[config.mk]
export PLATFORM = sky130hd
export DESIGN_NAME = uart_tx_message_feeder
export DESIGN_NICKNAME = d
export VERILOG_FILES = /design/src/rtl/uart_feeder_pkg.sv /design/src/rtl/button_debouncer.sv /design/src/rtl/uart_tx_message_feeder.sv
export SDC_FILE = /design/constraint.sdc
export NUM_CORES = 1
export LEC_CHECK = 0
export CORE_AREA = 5 5 73 88
export CTS_CLUSTER_DIAMETER = 60
export CTS_CLUSTER_SIZE = 40
export DETAILED_ROUTE_END_ITERATION = 8
export DIE_AREA = 0 0 78 93
export PLACE_DENSITY_LB_ADDON = 0.05
export SLEW_MARGIN = 20
export SYNTH_ARGS = -nofsm -noshare
export SYNTH_HDL_FRONTEND = slang
export SYNTH_SLANG_ARGS = --single-unit
[constraint.sdc]
create_clock -name clk -period 3 [get_ports clk]
set_clock_uncertainty 0.15 [all_clocks]
set_input_delay 0.6 -clock clk [delete_from_list [all_inputs] [get_ports clk]]
set_output_delay 0.6 -clock clk [all_outputs]
set_load 0.05 [all_outputs]
[src/rtl/uart_feeder_pkg.sv]
// Shared FSM encodings and message ROM for the UART TX message feeder.
// No logic and no clocked state; constants only.
package uart_feeder_pkg;

  localparam int DEFAULT_MSG_LEN = 4;

  localparam logic [2:0] IDLE       = 3'd0;
  localparam logic [2:0] ARM        = 3'd1;
  localparam logic [2:0] STROBE     = 3'd2;
  localparam logic [2:0] WAIT_START = 3'd3;
  localparam logic [2:0] WAIT_DONE  = 3'd4;

  localparam logic [7:0] MSG_BYTE0 = 8'h14;
  localparam logic [7:0] MSG_BYTE1 = 8'h35;
  localparam logic [7:0] MSG_BYTE2 = 8'hAA;
  localparam logic [7:0] MSG_BYTE3 = 8'h55;
  localparam logic [7:0] MSG_BYTE4 = 8'h0D;
  localparam logic [7:0] MSG_BYTE5 = 8'h0A;
  localparam logic [7:0] MSG_BYTE6 = 8'h00;
  localparam logic [7:0] MSG_BYTE7 = 8'h00;

  // Eight entries so any MSG_LEN in 1..8 indexes real content.
  function automatic logic [7:0] msg_rom(input logic [2:0] addr);
    logic [7:0] b;
    case (addr)
      3'd0:    b = MSG_BYTE0;
      3'd1:    b = MSG_BYTE1;
      3'd2:    b = MSG_BYTE2;
      3'd3:    b = MSG_BYTE3;
      3'd4:    b = MSG_BYTE4;
      3'd5:    b = MSG_BYTE5;
      3'd6:    b = MSG_BYTE6;
      default: b = MSG_BYTE7;
    endcase
    return b;
  endfunction

endpackage

[src/rtl/button_debouncer.sv]
// Raw button -> 2-flop sync -> stability counter -> one-cycle press pulse on accepted rising level.
// Latency 2 sync + DEBOUNCE_CYC cycles after the raw edge; no backpressure, pulse is fire-and-forget.
module button_debouncer #(
  parameter int DEBOUNCE_CYC = 16
) (
  input  logic clk,
  input  logic reset,
  input  logic button,
  output logic press
);

  localparam int CNT_W = $clog2(DEBOUNCE_CYC + 1);

  logic             sync1;
  logic             sync2;
  logic             level;
  logic [CNT_W-1:0] cnt;

  // Counter only runs while the synced value disagrees with the accepted level, so any
  // bounce back to the old level restarts the stability window.
  always_ff @(posedge clk or posedge reset) begin
    if (reset) begin
      sync1 <= 1'b0;
      sync2 <= 1'b0;
      level <= 1'b0;
      cnt   <= '0;
      press <= 1'b0;
    end else begin
      sync1 <= button;
      sync2 <= sync1;
      press <= 1'b0;
      if (sync2 == level) begin
        cnt <= '0;
      end else if (cnt == CNT_W'(DEBOUNCE_CYC - 1)) begin
        level <= sync2;
        cnt   <= '0;
        press <= sync2;
      end else begin
        cnt <= cnt + 1'b1;
      end
    end
  end

endmodule

[src/rtl/uart_tx_message_feeder.sv]
// Sends a fixed MSG_LEN-byte ROM message into a UART TX core on each debounced button press.
// Tx_WR two cycles after trigger when TX idle; waits on Tx_BUSY, presses during a message are dropped.
module uart_tx_message_feeder
  import uart_feeder_pkg::*;
#(
  parameter int MSG_LEN       = DEFAULT_MSG_LEN,
  parameter int DEBOUNCE_CYC  = 16,
  parameter int START_TIMEOUT = 8
) (
  input  logic       clk,
  input  logic       reset,
  input  logic       button,
  input  logic       Tx_BUSY,
  output logic [7:0] Tx_DATA,
  output logic       Tx_WR,
  output logic       sending,
  output logic       msg_done,
  output logic       tx_err
);

  localparam int IDX_W = (MSG_LEN > 1) ? $clog2(MSG_LEN) : 1;
  localparam int TMR_W = (START_TIMEOUT > 1) ? $clog2(START_TIMEOUT) : 1;

  logic             press;
  logic [2:0]       state;
  logic [IDX_W-1:0] idx;
  logic [TMR_W-1:0] timer;
  logic [2:0]       rom_addr;

  assign rom_addr = 3'(idx);

  button_debouncer #(
    .DEBOUNCE_CYC(DEBOUNCE_CYC)
  ) u_debouncer (
    .clk   (clk),
    .reset (reset),
    .button(button),
    .press (press)
  );

  always_ff @(posedge clk or posedge reset) begin
    if (reset) begin
      state    <= IDLE;
      idx      <= '0;
      timer    <= '0;
      Tx_DATA  <= 8'h00;
      Tx_WR    <= 1'b0;
      sending  <= 1'b0;
      msg_done <= 1'b0;
      tx_err   <= 1'b0;
    end else begin
      Tx_WR    <= 1'b0;
      msg_done <= 1'b0;
      tx_err   <= 1'b0;
      case (state)
        IDLE: begin
          if (press) begin
            state   <= ARM;
            sending <= 1'b1;
            idx     <= '0;
          end
        end
        ARM: begin
          if (!Tx_BUSY) begin
            state   <= STROBE;
            Tx_DATA <= msg_rom(rom_addr);
            Tx_WR   <= 1'b1;
          end
        end
        STROBE: begin
          state <= WAIT_START;
          timer <= '0;
        end
        WAIT_START: begin
          // A TX core that never acknowledges the write would otherwise hang the feeder.
          if (Tx_BUSY) begin
            state <= WAIT_DONE;
          end else if (timer == TMR_W'(START_TIMEOUT - 1)) begin
            state   <= IDLE;
            tx_err  <= 1'b1;
            sending <= 1'b0;
          end else begin
            timer <= timer + 1'b1;
          end
        end
        WAIT_DONE: begin
          if (!Tx_BUSY) begin
            if (idx == IDX_W'(MSG_LEN - 1)) begin
              state    <= IDLE;
              msg_done <= 1'b1;
              sending  <= 1'b0;
            end else begin
              idx   <= idx + 1'b1;
              state <= ARM;
            end
          end
        end
        default: state <= IDLE;
      endcase
    end
  end

endmodule

After elaboration in Yosys (flattened, before gate mapping)
Cells that the tools add are included.

Register bits: 29. Input bits: 4. Output and inout port bits: 12. Word-level logic and storage cells: 81.

Add/subtract/negate cells: 3. Equality and inequality tests: 19. Mux-type cells: 33. Bitwise logic cells: 2. Reductions and logical operators: 11.

Operators by type and width (count): $pmux W8 S4 (1); $mux W3 (7); $mux W1 (16); $pmux W3 S5 (1); $ne A2 B2 Y1 const B (6); $mux W5 (2); $reduce_and A4 Y1 (2); $eq A3 B2 Y1 const B (2); $eq A3 B3 Y1 const B (2); $logic_not A3 Y1 (2); $mux W2 (3); $pmux W3 S2 (1); $reduce_and A6 Y1 (1); $add A5 B1 Y5 const B (1); $eq A5 B4 Y1 const B (1); $eq A2 B2 Y1 const B (2); $ne A2 B1 Y1 const B (2); $pmux W2 S2 (1); $reduce_and A2 Y1 (2); $reduce_bool A2 Y1 (2); $add A3 B1 Y3 const B (1); $eq A3 B1 Y1 const B (1); $ne A3 B3 Y1 const B (1); $pmux W1 S3 (1); other kinds (6) (7).

Logic depth before layout (Yosys ltp)
Gate-level depths: netlist of run 1.

Depth in word-level cells: 4. Gate-level depth with buffers: 5. Gate-level depth less buffers: 5.

Cells and area by module
Synthesis of run 1 repeated with hierarchy kept, for this count alone.

Cells, all modules: 107. Area, all modules: 1285.0 sq um.

Modules (own cells, without submodules): uart_tx_message_feeder (times used 1, cells an instance 81, area each 945.9 sq um, sequential area each 425.4 sq um); button_debouncer (times used 1, cells an instance 26, area each 339.1 sq um, sequential area each 225.2 sq um).

Worst setup path before layout of run 1
No wires, ideal clock.

Kind: reg2out. From: reg Tx_DATA[3]. To: out Tx_DATA[3]. Arrival: 922 ps. Required time: 2250 ps. Path slack: 1328 ps. Stages on the path, launching flop included: 2. Buffers on the path: 1. Path through: dfrtp_1 buf_4.

RTL lines: from (decl) (line uart_tx_message_feeder.sv:14) `output logic [7:0] Tx_DATA,`; from (signal assigned) (line uart_tx_message_feeder.sv:66) `Tx_DATA <= msg_rom(rom_addr);`.

No word-level cell between the ends.

Worst setup path in the final report of run 1
From: reg sending. To: out sending.

RTL lines: from (decl) (line uart_tx_message_feeder.sv:16) `output logic sending,`; from (signal assigned) (line uart_tx_message_feeder.sv:48) `sending <= 1'b0;`; from (signal assigned) (line uart_tx_message_feeder.sv:59) `sending <= 1'b1;`; from (signal assigned) (line uart_tx_message_feeder.sv:81) `sending <= 1'b0;`.

No word-level cell between the ends.

==> impl_results.html, run 1 <==
<table>
<tr><th>Metric</th><th>Value</th></tr>
<tr><th colspan="2">Status</th></tr>
<tr><td>Run status</td><td>complete, no violations</td></tr>
<tr><th colspan="2">Setup path</th></tr>
<tr><td>Worst reg2reg path endpoint</td><td>Tx_DATA[5]</td></tr>
<tr><td>Crit path kind</td><td>flop to output pin</td></tr>
<tr><td>R2R setup slack</td><td>1.16 ns</td></tr>
<tr><td>Endpoint required time on the critical path</td><td>2.25 ns</td></tr>
<tr><td>CP max stage delay</td><td>0.83 ns</td></tr>
<tr><td>Setup crit start kind</td><td>flop</td></tr>
<tr><td>Kind of cell with the highest combined delay on the critical path</td><td>buffers and inverters</td></tr>
<tr><td>Crit path DAT</td><td>~1.5 ns</td></tr>
<tr><td>Buf/Inv on CP</td><td>1</td></tr>
<tr><td>Kind of end point of the critical path</td><td>output pin</td></tr>
<tr><td>Master of the slowest instance on the critical path</td><td>sky130_fd_sc_hd__clkdlybuf4s50_1</td></tr>
<tr><td>Crit-path cells</td><td>clkdlybuf4s50_1</td></tr>
<tr><td>Worst reg2reg path startpoint</td><td>state[2]</td></tr>
<tr><td>Worst Path Max Fanout</td><td>5</td></tr>
<tr><td>Worst R2R Path Depth</td><td>2</td></tr>
<tr><th colspan="2">Timing</th></tr>
<tr><td>Max-slew violation count</td><td>0</td></tr>
<tr><td>Slew HR</td><td>0.624</td></tr>
<tr><td>Highest clock rate</td><td>440 MHz</td></tr>
<tr><td>Min cycle time layout</td><td>roughly 2.3 ns</td></tr>
<tr><td>Endpoints failing setup</td><td>0</td></tr>
<tr><td>Total Negative Setup Slacks</td><td>0 ns</td></tr>
<tr><td>Transition time of the tightest slew-check pin</td><td>between 0.5 and 0.6 ns</td></tr>
<tr><td>Portion of the clock cycle consumed by the worst path in the final layout</td><td>0.758</td></tr>
<tr><td>RSZ-0062 raised after global routing</td><td>no</td></tr>
<tr><td>Final hold vios</td><td>0</td></tr>
<tr><th colspan="2">Synth</th></tr>
<tr><td>Number of distinct library cells after synthesis</td><td>32</td></tr>
<tr><td>Yosys top cell area share</td><td>0.497</td></tr>
<tr><td>Largest cells by area after synthesis</td><td>sky130_fd_sc_hd__dfrtp_1, sky130_fd_sc_hd__ha_1, sky130_fd_sc_hd__mux2_2</td></tr>
<tr><td>Number of synthesized register bits</td><td>26</td></tr>
<tr><td>Synth warnings</td><td>0</td></tr>
<tr><td>Post-Syn Area per Cell</td><td>between 10 and 15 um2</td></tr>
<tr><td>Cell area after technology mapping</td><td>1310 um2</td></tr>
<tr><td>Cell type with the largest total area after synthesis</td><td>sky130_fd_sc_hd__dfrtp_1</td></tr>
<tr><td>Net count of the mapped netlist</td><td>between 100 and 150</td></tr>
<tr><td>Sequential element share of the synthesized area</td><td>0.497</td></tr>
<tr><td>Instance count of the mapped netlist</td><td>115</td></tr>
<tr><th colspan="2">GRT</th></tr>
<tr><td>Number of antenna violations at the first check in global routing</td><td>0</td></tr>
<tr><td>Number of global-route vias before repair</td><td>938</td></tr>
<tr><td>First-pass GRT wire length</td><td>4.63 mm</td></tr>
<tr><td>Maximum number of pins on one net before global-route repair</td><td>27</td></tr>
<tr><td>GRT Residual Overflow</td><td>0</td></tr>
<tr><td>Gr usage total</td><td>0.0803</td></tr>
<tr><th colspan="2">Cells and area</th></tr>
<tr><td>Area added between synthesis and finish</td><td>19.3%</td></tr>
<tr><td>Non-filler instance count after layout</td><td>191</td></tr>
<tr><td>FILL cells</td><td>approximately 560</td></tr>
<tr><td>Antenna diode count</td><td>0</td></tr>
<tr><td>Multi-input gate area</td><td>581 um2</td></tr>
<tr><td>Sequential cell area</td><td>651 um2</td></tr>
<tr><td>Leading cell type in the layout, fill and taps excluded</td><td>sky130_fd_sc_hd__dfrtp_1</td></tr>
<tr><td>Commonest non-fill, non-tap cells in the layout</td><td>sky130_fd_sc_hd__dfrtp_1, sky130_fd_sc_hd__clkdlybuf4s50_1, sky130_fd_sc_hd__nor2_1</td></tr>
<tr><td>Final net count</td><td>140</td></tr>
<tr><td>Fraction of layout instances using a drive strength above 1</td><td>0.134</td></tr>
<tr><th colspan="2">Floorplanning</th></tr>
<tr><td>Number of ports placed on the die boundary</td><td>16</td></tr>
<tr><td>DIE WIDTH</td><td>approximately 78 um</td></tr>
<tr><td>Effective utilization at floorplan</td><td>0.237</td></tr>
<tr><td>Die area</td><td>7250 um2</td></tr>
<tr><td>FP Rows</td><td>30</td></tr>
<tr><td>Area of the core</td><td>5520 um2</td></tr>
<tr><td>Die outline height</td><td>93 um</td></tr>
<tr><th colspan="2">Routing</th></tr>
<tr><td>Total iterations of the first detailed-routing run</td><td>3</td></tr>
<tr><td>Drt drc</td><td>0</td></tr>
<tr><td>Violation count after the first detailed-routing iteration</td><td>21</td></tr>
<tr><td>Total vias in the final route</td><td>863</td></tr>
<tr><td>Wire length per cell after detailed routing</td><td>13.4 um</td></tr>
<tr><td>Number of vias per cell after detailed routing</td><td>4.52</td></tr>
<tr><td>Routed Antenna Nets</td><td>0</td></tr>
<tr><td>Total wirelength of the detailed-routed design</td><td>2.56 mm</td></tr>
<tr><th colspan="2">Clocking</th></tr>
<tr><td>Number of buffers inserted during clock tree synthesis</td><td>3</td></tr>
<tr><td>Maximum clock path buffer count</td><td>2</td></tr>
<tr><td>Hold-fix buffer count after cts</td><td>0</td></tr>
<tr><td>Clock input transition at the sequential cells of the worst setup and hold paths</td><td>0.10 ns</td></tr>
<tr><td>Clock Root Buffer</td><td>sky130_fd_sc_hd__clkbuf_8</td></tr>
<tr><td>Number of cells upsized or downsized after cts</td><td>0</td></tr>
<tr><td>Post-CTS setup-driven buffer insertion count</td><td>0</td></tr>
<tr><td>Number of levels in the clock H-tree</td><td>1</td></tr>
<tr><td>Clock sinks</td><td>26</td></tr>
<tr><td>CTS tree</td><td>built</td></tr>
<tr><td>Worst-Skew Late Latency</td><td>0.27 ns</td></tr>
<tr><th colspan="2">Flow run</th></tr>
<tr><td>Maximum capacitance violations</td><td>0</td></tr>
<tr><th colspan="2">Power</th></tr>
<tr><td>VDD IR-drop max</td><td>0.212 mV</td></tr>
<tr><td>Pwr/cell area</td><td>959 nW/um2</td></tr>
<tr><td>Pleak</td><td>roughly 0.68 nW</td></tr>
<tr><th colspan="2">Placement</th></tr>
<tr><td>Count of input and output buffers</td><td>15</td></tr>
<tr><td>Dpl hpwl</td><td>1.76 mm</td></tr>
<tr><td>Number of placed instances, taps included</td><td>187</td></tr>
<tr><td>Final weighted congestion in routability-driven placement</td><td>0.721</td></tr>
<tr><th colspan="2">Worst hold path</th></tr>
<tr><td>Number of cells traversed by the worst hold path</td><td>0</td></tr>
<tr><td>Startpoint of the worst hold path</td><td>u_debouncer.sync1</td></tr>
<tr><td>Hold Path End</td><td>u_debouncer.sync2</td></tr>
<tr><td>Path class of the lowest-slack min-delay path</td><td>flop to flop</td></tr>
</table>
[layer usage]
metal	GRT usage	wire (um)
met4	0.0338	29
met3	0.0193	88
met5	0	0
met2	0.132	1320
met1	0.0996	1120
[power by group]
part | leakage [nW] | switching (W) | internal [W]
clock | 0.0357 | 0.000120 | 0.000179
sequential | 0.327 | 0.000112 | 0.000435
combinational | 0.320 | 0.000388 | 0.000265
total | 0.683 | 0.000620 | 0.000879
[cell usage after synthesis (all sizes together)]
library cell   n
a22oi          1
nor3           1
nand4b         3
nand4          1
clkbuf         3
or2            1
a21oi          4
xnor2          2
nand3b         2
a2bb2oi        1
nor2           9
buf            5
nand3          6
and3           2
nor4b          1
o21ai          2
a21boi         1
inv            6
dfrtp         26
mux2           8
ha             8
o211ai         4
nand2b         3
a211oi         1
nor2b          3
o21bai         1
nor3b          4
a21o           1
nand2          4
mux2i          1
[worst max-delay path by stage]
stage / depth (start not counted) / to / startpoint / slack [ns]
6_report: 1 / sending / sending / 0.73
3_5_place_dp: 3 / Tx_DATA[6] / Tx_BUSY / 0.48
4_1_cts: 1 / sending / sending / 0.71
3_3_place_gp: 3 / Tx_DATA[5] / Tx_BUSY / 0.49
2_1_floorplan: 1 / Tx_DATA[3] / Tx_DATA[3] / 1.33
5_1_grt: 1 / sending / sending / 0.67
[registers in the layout, summed over array words and instances, names as in the netlist]
name,count
Tx_DATA,5
Tx_WR,1
idx,2
msg_done,1
sending,1
state,3
timer,3
tx_err,1
u_debouncer.cnt,5
u_debouncer.level,1
u_debouncer.press,1
u_debouncer.sync1,1
u_debouncer.sync2,1
[logic make-up after synthesis]
logic type,Yosys count,share of synthesized area
AND/OR/NAND/NOR,40,0.186
flip-flops,26,0.497
AO/OA/AOI/OAI,16,0.0822
buffers and inverters,14,0.0602
multiplexers,9,0.0850
adder cells (fa/ha/maj),8,0.0764
XOR/XNOR,2,0.0134
[stage by stage]
stage	area, um2	hold slack (ns)	utilization	power [W]	setup slack [ns]
CTS	1560	0.211	0.283	0.00153	0.706
global route	1560	0.232	0.283	0.00161	0.670
global placement	1490	0.188	0.270	0.00122	0.489
finish	1560	0.206	0.283	0.00150	0.726
detailed placement	1490	0.195	0.270	0.00122	0.484
floorplan	1310	0.181	-	0.00107	1.33
[layout make-up]
type,instances,area share
Clock inverter,1,0.0192
Tap cell,64,0.0512
Inverter,6,0.0144
Timing Repair Buffer,16,0.101
Sequential cell,26,0.416
Clock buffer,3,0.0264
Multi-Input combinational cell,75,0.371
(Power assumes the default switching activity.)
==> inputs of run 2 (changes only) <==
clock period = 1.9 ns   (was 3 ns; I/O delays follow)
==> impl_results.html, run 2 (synthesis gave the netlist of run 1 again) <==
<table>
<tr><th>Metric</th><th>Value</th></tr>
<tr><th colspan="2">Worst hold path</th></tr>
<tr><td>Path class of the lowest-slack min-delay path</td><td>flop to flop</td></tr>
<tr><td>Startpoint of the worst hold path</td><td>u_debouncer.sync1</td></tr>
<tr><th colspan="2">GRT</th></tr>
<tr><td>Gr usage total</td><td>0.0839</td></tr>
<tr><td>Number of antenna violations at the first check in global routing</td><td>0</td></tr>
<tr><td>GRT Residual Overflow</td><td>0</td></tr>
<tr><td>Number of global-route vias before repair</td><td>approximately 950</td></tr>
<tr><td>Maximum number of pins on one net before global-route repair</td><td>27</td></tr>
<tr><td>First-pass GRT wire length</td><td>between 4 and 5 mm</td></tr>
<tr><th colspan="2">Setup path</th></tr>
<tr><td>Setup crit start kind</td><td>flop</td></tr>
<tr><td>Crit-path cells</td><td>ha_1 &gt; ha_1 &gt; o21ai_1 &gt; nand3b_1 &gt; mux2_2</td></tr>
<tr><td>Endpoint required time on the critical path</td><td>approximately 1.9 ns</td></tr>
<tr><td>Cell repeated most along the worst path</td><td>sky130_fd_sc_hd__ha_1</td></tr>
<tr><td>Kind of end point of the critical path</td><td>flop</td></tr>
<tr><td>Master of the slowest instance on the critical path</td><td>sky130_fd_sc_hd__dfrtp_1</td></tr>
<tr><td>Launching instance or port of the critical path</td><td>timer[0]</td></tr>
<tr><td>CP max stage delay</td><td>between 0.4 and 0.5 ns</td></tr>
<tr><td>Worst reg2reg path startpoint</td><td>timer[0]</td></tr>
<tr><td>Worst Path Max Fanout</td><td>3</td></tr>
<tr><td>Crit path kind</td><td>flop to flop</td></tr>
<tr><td>Crit path DAT</td><td>~1.7 ns</td></tr>
<tr><td>R2R setup slack</td><td>0.25 ns</td></tr>
<tr><th colspan="2">Cells and area</th></tr>
<tr><td>Registers with the most flip-flops</td><td>Tx_DATA: 5 flops, u_debouncer.cnt: 5 flops</td></tr>
<tr><td>Non-filler instance count after layout</td><td>196</td></tr>
<tr><td>Area added between synthesis and finish</td><td>19.9%</td></tr>
<tr><td>Fraction of layout instances using a drive strength above 1</td><td>0.258</td></tr>
<tr><td>Leading cell type in the layout, fill and taps excluded</td><td>sky130_fd_sc_hd__dfrtp_1</td></tr>
<tr><td>Antenna diode count</td><td>0</td></tr>
<tr><td>Commonest non-fill, non-tap cells in the layout</td><td>sky130_fd_sc_hd__dfrtp_1, sky130_fd_sc_hd__buf_4, sky130_fd_sc_hd__nor2_1</td></tr>
<tr><td>Final net count</td><td>145</td></tr>
<tr><th colspan="2">Routing</th></tr>
<tr><td>Wire length per cell after detailed routing</td><td>13.7 um</td></tr>
<tr><td>Drt drc</td><td>0</td></tr>
<tr><td>Total iterations of the first detailed-routing run</td><td>4</td></tr>
<tr><td>Routed Antenna Nets</td><td>0</td></tr>
<tr><td>Number of vias per cell after detailed routing</td><td>4.55</td></tr>
<tr><td>Total wirelength of the detailed-routed design</td><td>2.69 mm</td></tr>
<tr><td>Violation count after the first detailed-routing iteration</td><td>36</td></tr>
<tr><td>Total vias in the final route</td><td>a little under 900</td></tr>
<tr><th colspan="2">Floorplanning</th></tr>
<tr><td>Effective utilization at floorplan</td><td>0.237</td></tr>
<tr><td>Area of the core</td><td>5520 um2</td></tr>
<tr><td>Die area</td><td>approximately 7300 um2</td></tr>
<tr><td>Number of ports placed on the die boundary</td><td>16</td></tr>
<tr><td>Die outline height</td><td>93 um</td></tr>
<tr><td>DIE WIDTH</td><td>78 um</td></tr>
<tr><td>FP Rows</td><td>30</td></tr>
<tr><th colspan="2">Clocking</th></tr>
<tr><td>Hold-fix buffer count after cts</td><td>0</td></tr>
<tr><td>Clock Root Buffer</td><td>sky130_fd_sc_hd__clkbuf_8</td></tr>
<tr><td>Number of levels in the clock H-tree</td><td>1</td></tr>
<tr><td>Number of buffers inserted during clock tree synthesis</td><td>3</td></tr>
<tr><td>CTS tree</td><td>built</td></tr>
<tr><td>Worst-Skew Late Latency</td><td>0.27 ns</td></tr>
<tr><td>Number of cells upsized or downsized after cts</td><td>0</td></tr>
<tr><td>Maximum clock path buffer count</td><td>2</td></tr>
<tr><td>Clock sinks</td><td>26</td></tr>
<tr><td>Clock input transition at the sequential cells of the worst setup and hold paths</td><td>about 0.10 ns</td></tr>
<tr><td>Post-CTS setup-driven buffer insertion count</td><td>0</td></tr>
<tr><th colspan="2">Timing</th></tr>
<tr><td>Final hold vios</td><td>0</td></tr>
<tr><td>Portion of the clock cycle consumed by the worst path in the final layout</td><td>0.867</td></tr>
<tr><td>Total Negative Setup Slacks</td><td>0 ns</td></tr>
<tr><td>Endpoints failing setup</td><td>0</td></tr>
<tr><td>Min cycle time layout</td><td>between 1.5 and 2 ns</td></tr>
<tr><td>Transition time of the tightest slew-check pin</td><td>0.446 ns</td></tr>
<tr><td>RSZ-0062 raised after global routing</td><td>no</td></tr>
<tr><td>Worst Setup Slack, final</td><td>0.252 ns</td></tr>
<tr><td>Slew HR</td><td>0.701</td></tr>
<tr><td>Max-slew violation count</td><td>0</td></tr>
<tr><td>Highest clock rate</td><td>between 600 and 700 MHz</td></tr>
<tr><th colspan="2">Status</th></tr>
<tr><td>Run status</td><td>complete, no violations</td></tr>
<tr><th colspan="2">Power</th></tr>
<tr><td>Pleak</td><td>0.723 nW</td></tr>
<tr><td>VDD IR-drop max</td><td>0.372 mV</td></tr>
<tr><td>Pwr/cell area</td><td>1510 nW/um2</td></tr>
<tr><th colspan="2">Placement</th></tr>
<tr><td>Final weighted congestion in routability-driven placement</td><td>0.655</td></tr>
<tr><td>Number of placed instances, taps included</td><td>192</td></tr>
<tr><td>Dpl hpwl</td><td>1.89 mm</td></tr>
<tr><td>Count of input and output buffers</td><td>15</td></tr>
<tr><td>Placement Setup Slack</td><td>-0.0301 ns</td></tr>
<tr><th colspan="2">Flow run</th></tr>
<tr><td>Maximum capacitance violations</td><td>0</td></tr>
</table>
## run 2: metrics by stage
stage | util | power, W | hold slack [ns] | area, um2
floorplan | - | 0.00169 | 0.181 | 1310
global placement | 0.272 | 0.00194 | 0.201 | 1500
detailed placement | 0.272 | 0.00194 | 0.200 | 1500
CTS | 0.285 | 0.00242 | 0.225 | 1570
global route | 0.285 | 0.00255 | 0.233 | 1570
finish | 0.285 | 0.00238 | 0.221 | 1570
## run 2: final cells by class
type | instances | area (um2)
clock buffer | 3 | 41.3
clock inverter | 1 | 30.0
fill | 574 | 3950
inverter | 6 | 22.5
multi-input combinational | 75 | 581
sequential | 26 | 651
tap | 64 | 80.1
timing repair buffer | 21 | 165
## run 2: worst paths after layout
path	to	cells past startpoint
setup / recovery	timer[0]	5
hold / removal	u_debouncer.sync2	0
setup reg to reg	timer[0]	5
hold reg to reg	u_debouncer.sync2	0
max in group asynchronous	state[1]	3
min in group asynchronous	Tx_DATA[0]	3
## run 2: critical path, delay by kind of cell (launching register included)
family          cells  cell delay [ns]
fa+ha+maj           2             0.40
simple gates        1             0.15
flops               1             0.41
compound gates      1             0.11
mux                 1             0.31
## run 2: layer usage
layer / global-route usage / vias up / wire [um]
li1: - / 427 / -
met1: 0.107 / 450 / 1260
met2: 0.137 / 12 / 1310
met3: 0.0173 / 2 / 89
met4: 0.0338 / 0 / 29
met5: 0 / - / 0
## run 2: report_power, final
part / internal (W) / switching, W
sequential: 0.000688 / 0.000155
clock: 0.000282 / 0.000185
combinational: 0.000411 / 0.000658
total: 0.00138 / 0.000997
==> inputs of run 3 (changes only) <==
==> constraint.sdc (replaced) <==
create_clock -name clk -period 1.9 [get_ports clk]
set_clock_uncertainty 0.15 [all_clocks]
set_input_delay 0.285 -clock clk [delete_from_list [all_inputs] [get_ports clk]]
set_output_delay 0.285 -clock clk [all_outputs]
set_load 0.05 [all_outputs]
==> impl_results.html, run 3 (synthesis gave the netlist of run 1 again) <==
<table>
<tr><th>Metric</th><th>Value</th></tr>
<tr><th colspan="2">Status</th></tr>
<tr><td>Run status</td><td>complete, no violations</td></tr>
<tr><th colspan="2">Clocking</th></tr>
<tr><td>Clock input transition at the sequential cells of the worst setup and hold paths</td><td>0.09 ns</td></tr>
<tr><td>Maximum clock path buffer count</td><td>2</td></tr>
<tr><td>Number of buffers inserted during clock tree synthesis</td><td>3</td></tr>
<tr><td>Worst-Skew Late Latency</td><td>0.27 ns</td></tr>
<tr><td>Number of cells upsized or downsized after cts</td><td>0</td></tr>
<tr><td>CTS tree</td><td>built</td></tr>
<tr><td>Hold-fix buffer count after cts</td><td>0</td></tr>
<tr><td>Number of levels in the clock H-tree</td><td>1</td></tr>
<tr><td>Clock sinks</td><td>26</td></tr>
<tr><td>Post-CTS setup-driven buffer insertion count</td><td>0</td></tr>
<tr><td>Clock Root Buffer</td><td>sky130_fd_sc_hd__clkbuf_8</td></tr>
<tr><th colspan="2">Power</th></tr>
<tr><td>Int Pwr</td><td>~0.0014 W</td></tr>
<tr><td>Switching component of the power</td><td>a little under 0.001 W</td></tr>
<tr><td>Pleak</td><td>0.718 nW</td></tr>
<tr><td>Pwr/cell area</td><td>approximately 1500 nW/um2</td></tr>
<tr><td>Combinational share of power</td><td>0.447</td></tr>
<tr><td>Switching share of power</td><td>0.420</td></tr>
<tr><td>Sequential fraction of design power</td><td>0.357</td></tr>
<tr><td>Clock Power Share</td><td>0.196</td></tr>
<tr><td>VDD IR-drop max</td><td>0.329 mV</td></tr>
<tr><th colspan="2">Timing</th></tr>
<tr><td>Worst Hold Margin</td><td>0.216 ns</td></tr>
<tr><td>Slew HR</td><td>0.703</td></tr>
<tr><td>Max-slew violation count</td><td>0</td></tr>
<tr><td>RSZ-0062 raised after global routing</td><td>no</td></tr>
<tr><td>Transition time of the tightest slew-check pin</td><td>0.442 ns</td></tr>
<tr><td>Portion of the clock cycle consumed by the worst path in the final layout</td><td>0.875</td></tr>
<tr><td>Worst Setup Slack, final</td><td>approximately 0.24 ns</td></tr>
<tr><td>Endpoints failing setup</td><td>0</td></tr>
<tr><td>Final hold vios</td><td>0</td></tr>
<tr><td>Highest clock rate</td><td>about 600 MHz</td></tr>
<tr><td>Min cycle time layout</td><td>around 1.7 ns</td></tr>
<tr><td>Total Negative Setup Slacks</td><td>0 ns</td></tr>
<tr><th colspan="2">GRT</th></tr>
<tr><td>First-pass GRT wire length</td><td>4.66 mm</td></tr>
<tr><td>Number of global-route vias before repair</td><td>941</td></tr>
<tr><td>Maximum number of pins on one net before global-route repair</td><td>27</td></tr>
<tr><td>Gr usage total</td><td>0.0805</td></tr>
<tr><td>GRT Residual Overflow</td><td>0</td></tr>
<tr><td>Number of antenna violations at the first check in global routing</td><td>0</td></tr>
<tr><th colspan="2">Cells and area</th></tr>
<tr><td>Leading cell type in the layout, fill and taps excluded</td><td>sky130_fd_sc_hd__dfrtp_1</td></tr>
<tr><td>Commonest non-fill, non-tap cells in the layout</td><td>sky130_fd_sc_hd__dfrtp_1, sky130_fd_sc_hd__buf_4, sky130_fd_sc_hd__nor2_1</td></tr>
<tr><td>Registers with the most flip-flops</td><td>Tx_DATA: 5 flops, u_debouncer.cnt: 5 flops</td></tr>
<tr><td>Antenna diode count</td><td>0</td></tr>
<tr><td>Post-Layout Inst Area</td><td>1560 um2</td></tr>
<tr><td>Area added between synthesis and finish</td><td>19.3%</td></tr>
<tr><td>Final net count</td><td>~140</td></tr>
<tr><td>Fin util</td><td>0.283</td></tr>
<tr><td>Fraction of layout instances using a drive strength above 1</td><td>0.252</td></tr>
<tr><th colspan="2">Floorplanning</th></tr>
<tr><td>DIE WIDTH</td><td>78 um</td></tr>
<tr><td>FP Rows</td><td>30</td></tr>
<tr><td>Number of ports placed on the die boundary</td><td>16</td></tr>
<tr><td>Die area</td><td>~7300 um2</td></tr>
<tr><td>Die outline height</td><td>around 93 um</td></tr>
<tr><td>Effective utilization at floorplan</td><td>0.237</td></tr>
<tr><td>Area of the core</td><td>5520 um2</td></tr>
<tr><th colspan="2">Routing</th></tr>
<tr><td>Routed Antenna Nets</td><td>0</td></tr>
<tr><td>Number of vias per cell after detailed routing</td><td>4.43</td></tr>
<tr><td>Total iterations of the first detailed-routing run</td><td>4</td></tr>
<tr><td>Wire length per cell after detailed routing</td><td>roughly 13 um</td></tr>
<tr><td>Total vias in the final route</td><td>863</td></tr>
<tr><td>Total wirelength of the detailed-routed design</td><td>2.60 mm</td></tr>
<tr><td>Violation count after the first detailed-routing iteration</td><td>30</td></tr>
<tr><td>Drt drc</td><td>0</td></tr>
<tr><th colspan="2">Setup path</th></tr>
<tr><td>Crit path kind</td><td>flop to flop</td></tr>
<tr><td>Setup crit start kind</td><td>flop</td></tr>
<tr><td>Kind of end point of the critical path</td><td>flop</td></tr>
<tr><td>Endpoint required time on the critical path</td><td>1.91 ns</td></tr>
<tr><td>Crit path DAT</td><td>1.68 ns</td></tr>
<tr><td>Worst Path Max Fanout</td><td>3</td></tr>
<tr><th colspan="2">Worst hold path</th></tr>
<tr><td>Path class of the lowest-slack min-delay path</td><td>input port to asynchronous set/reset pin</td></tr>
<tr><th colspan="2">Placement</th></tr>
<tr><td>Dpl hpwl</td><td>between 1.5 and 2 mm</td></tr>
<tr><td>Final weighted congestion in routability-driven placement</td><td>0.661</td></tr>
<tr><td>Count of input and output buffers</td><td>15</td></tr>
<tr><td>Placement Setup Slack</td><td>0.0534 ns</td></tr>
<tr><td>Instance area after placement</td><td>1490 um2</td></tr>
<tr><th colspan="2">Flow run</th></tr>
<tr><td>Maximum capacitance violations</td><td>0</td></tr>
</table>
[run 3: cell types whose count changed in the layout (fill, tap and decap cells not counted)]
| cell | before | now |
|---|---|---|
| sky130_fd_sc_hd__buf_4 | 18 | 17 |
[run 3: metrics by stage]
stage | std cells | total power (W)
3_5_place_dp | 191 | 0.00193
3_3_place_gp | 191 | 0.00193
5_1_grt | 195 | 0.00254
6_report | 195 | 0.00237
2_1_floorplan | 115 | 0.00169
4_1_cts | 195 | 0.00241
[run 3: worst max-delay path, cell delays in order (launching register included)]
cell,delay [ns]
sky130_fd_sc_hd__dfrtp_1,0.41
sky130_fd_sc_hd__ha_1,0.20
sky130_fd_sc_hd__ha_1,0.19
sky130_fd_sc_hd__o21ai_1,0.11
sky130_fd_sc_hd__nand3b_1,0.17
sky130_fd_sc_hd__mux2_2,0.32
[run 3: worst paths after layout]
| kind | start | endpoint | slack, ns | cells after the start |
|---|---|---|---|---|
| hold / removal | reset | Tx_DATA[6] | 0.22 | 3 |
| min in group clk | u_debouncer.sync1 | u_debouncer.sync2 | 0.24 | 0 |
| setup / recovery | timer[0] | timer[2] | 0.24 | 5 |
| max in group asynchronous | reset | state[2] | 1.13 | 3 |
| setup reg to reg | timer[0] | timer[2] | 0.24 | 5 |
| hold reg to reg | u_debouncer.sync1 | u_debouncer.sync2 | 0.24 | 0 |
[run 3: power groups by stage]
stage                     Clock, W  Sequential [W]  Combinational [W]
after global routing      0.000512        0.000879            0.00115
after CTS                 0.000485        0.000850            0.00108
after global placement           0        0.000856            0.00107
after detailed placement         0        0.000861            0.00107
after floorplan                  0         0.00102           0.000668
final                     0.000463        0.000845            0.00106
[run 3: layout make-up]
| type | count | area [um2] |
|---|---|---|
| clock buffer | 3 | 41.3 |
| clock inverter | 1 | 30.0 |
| fill | 566 | 3960 |
| inverter | 6 | 22.5 |
| multi-input combinational | 75 | 581 |
| sequential | 26 | 651 |
| tap | 64 | 80.1 |
| timing repair buffer | 20 | 158 |
[run 3: metal layers]
metal / global-route usage / routed length (um) / vias to the layer above
li1: - / - / 429
met1: 0.105 / 1250 / 418
met2: 0.126 / 1210 / 12
met3: 0.0202 / 100 / 4
met4: 0.0338 / 42 / 0
met5: 0 / 0 / -
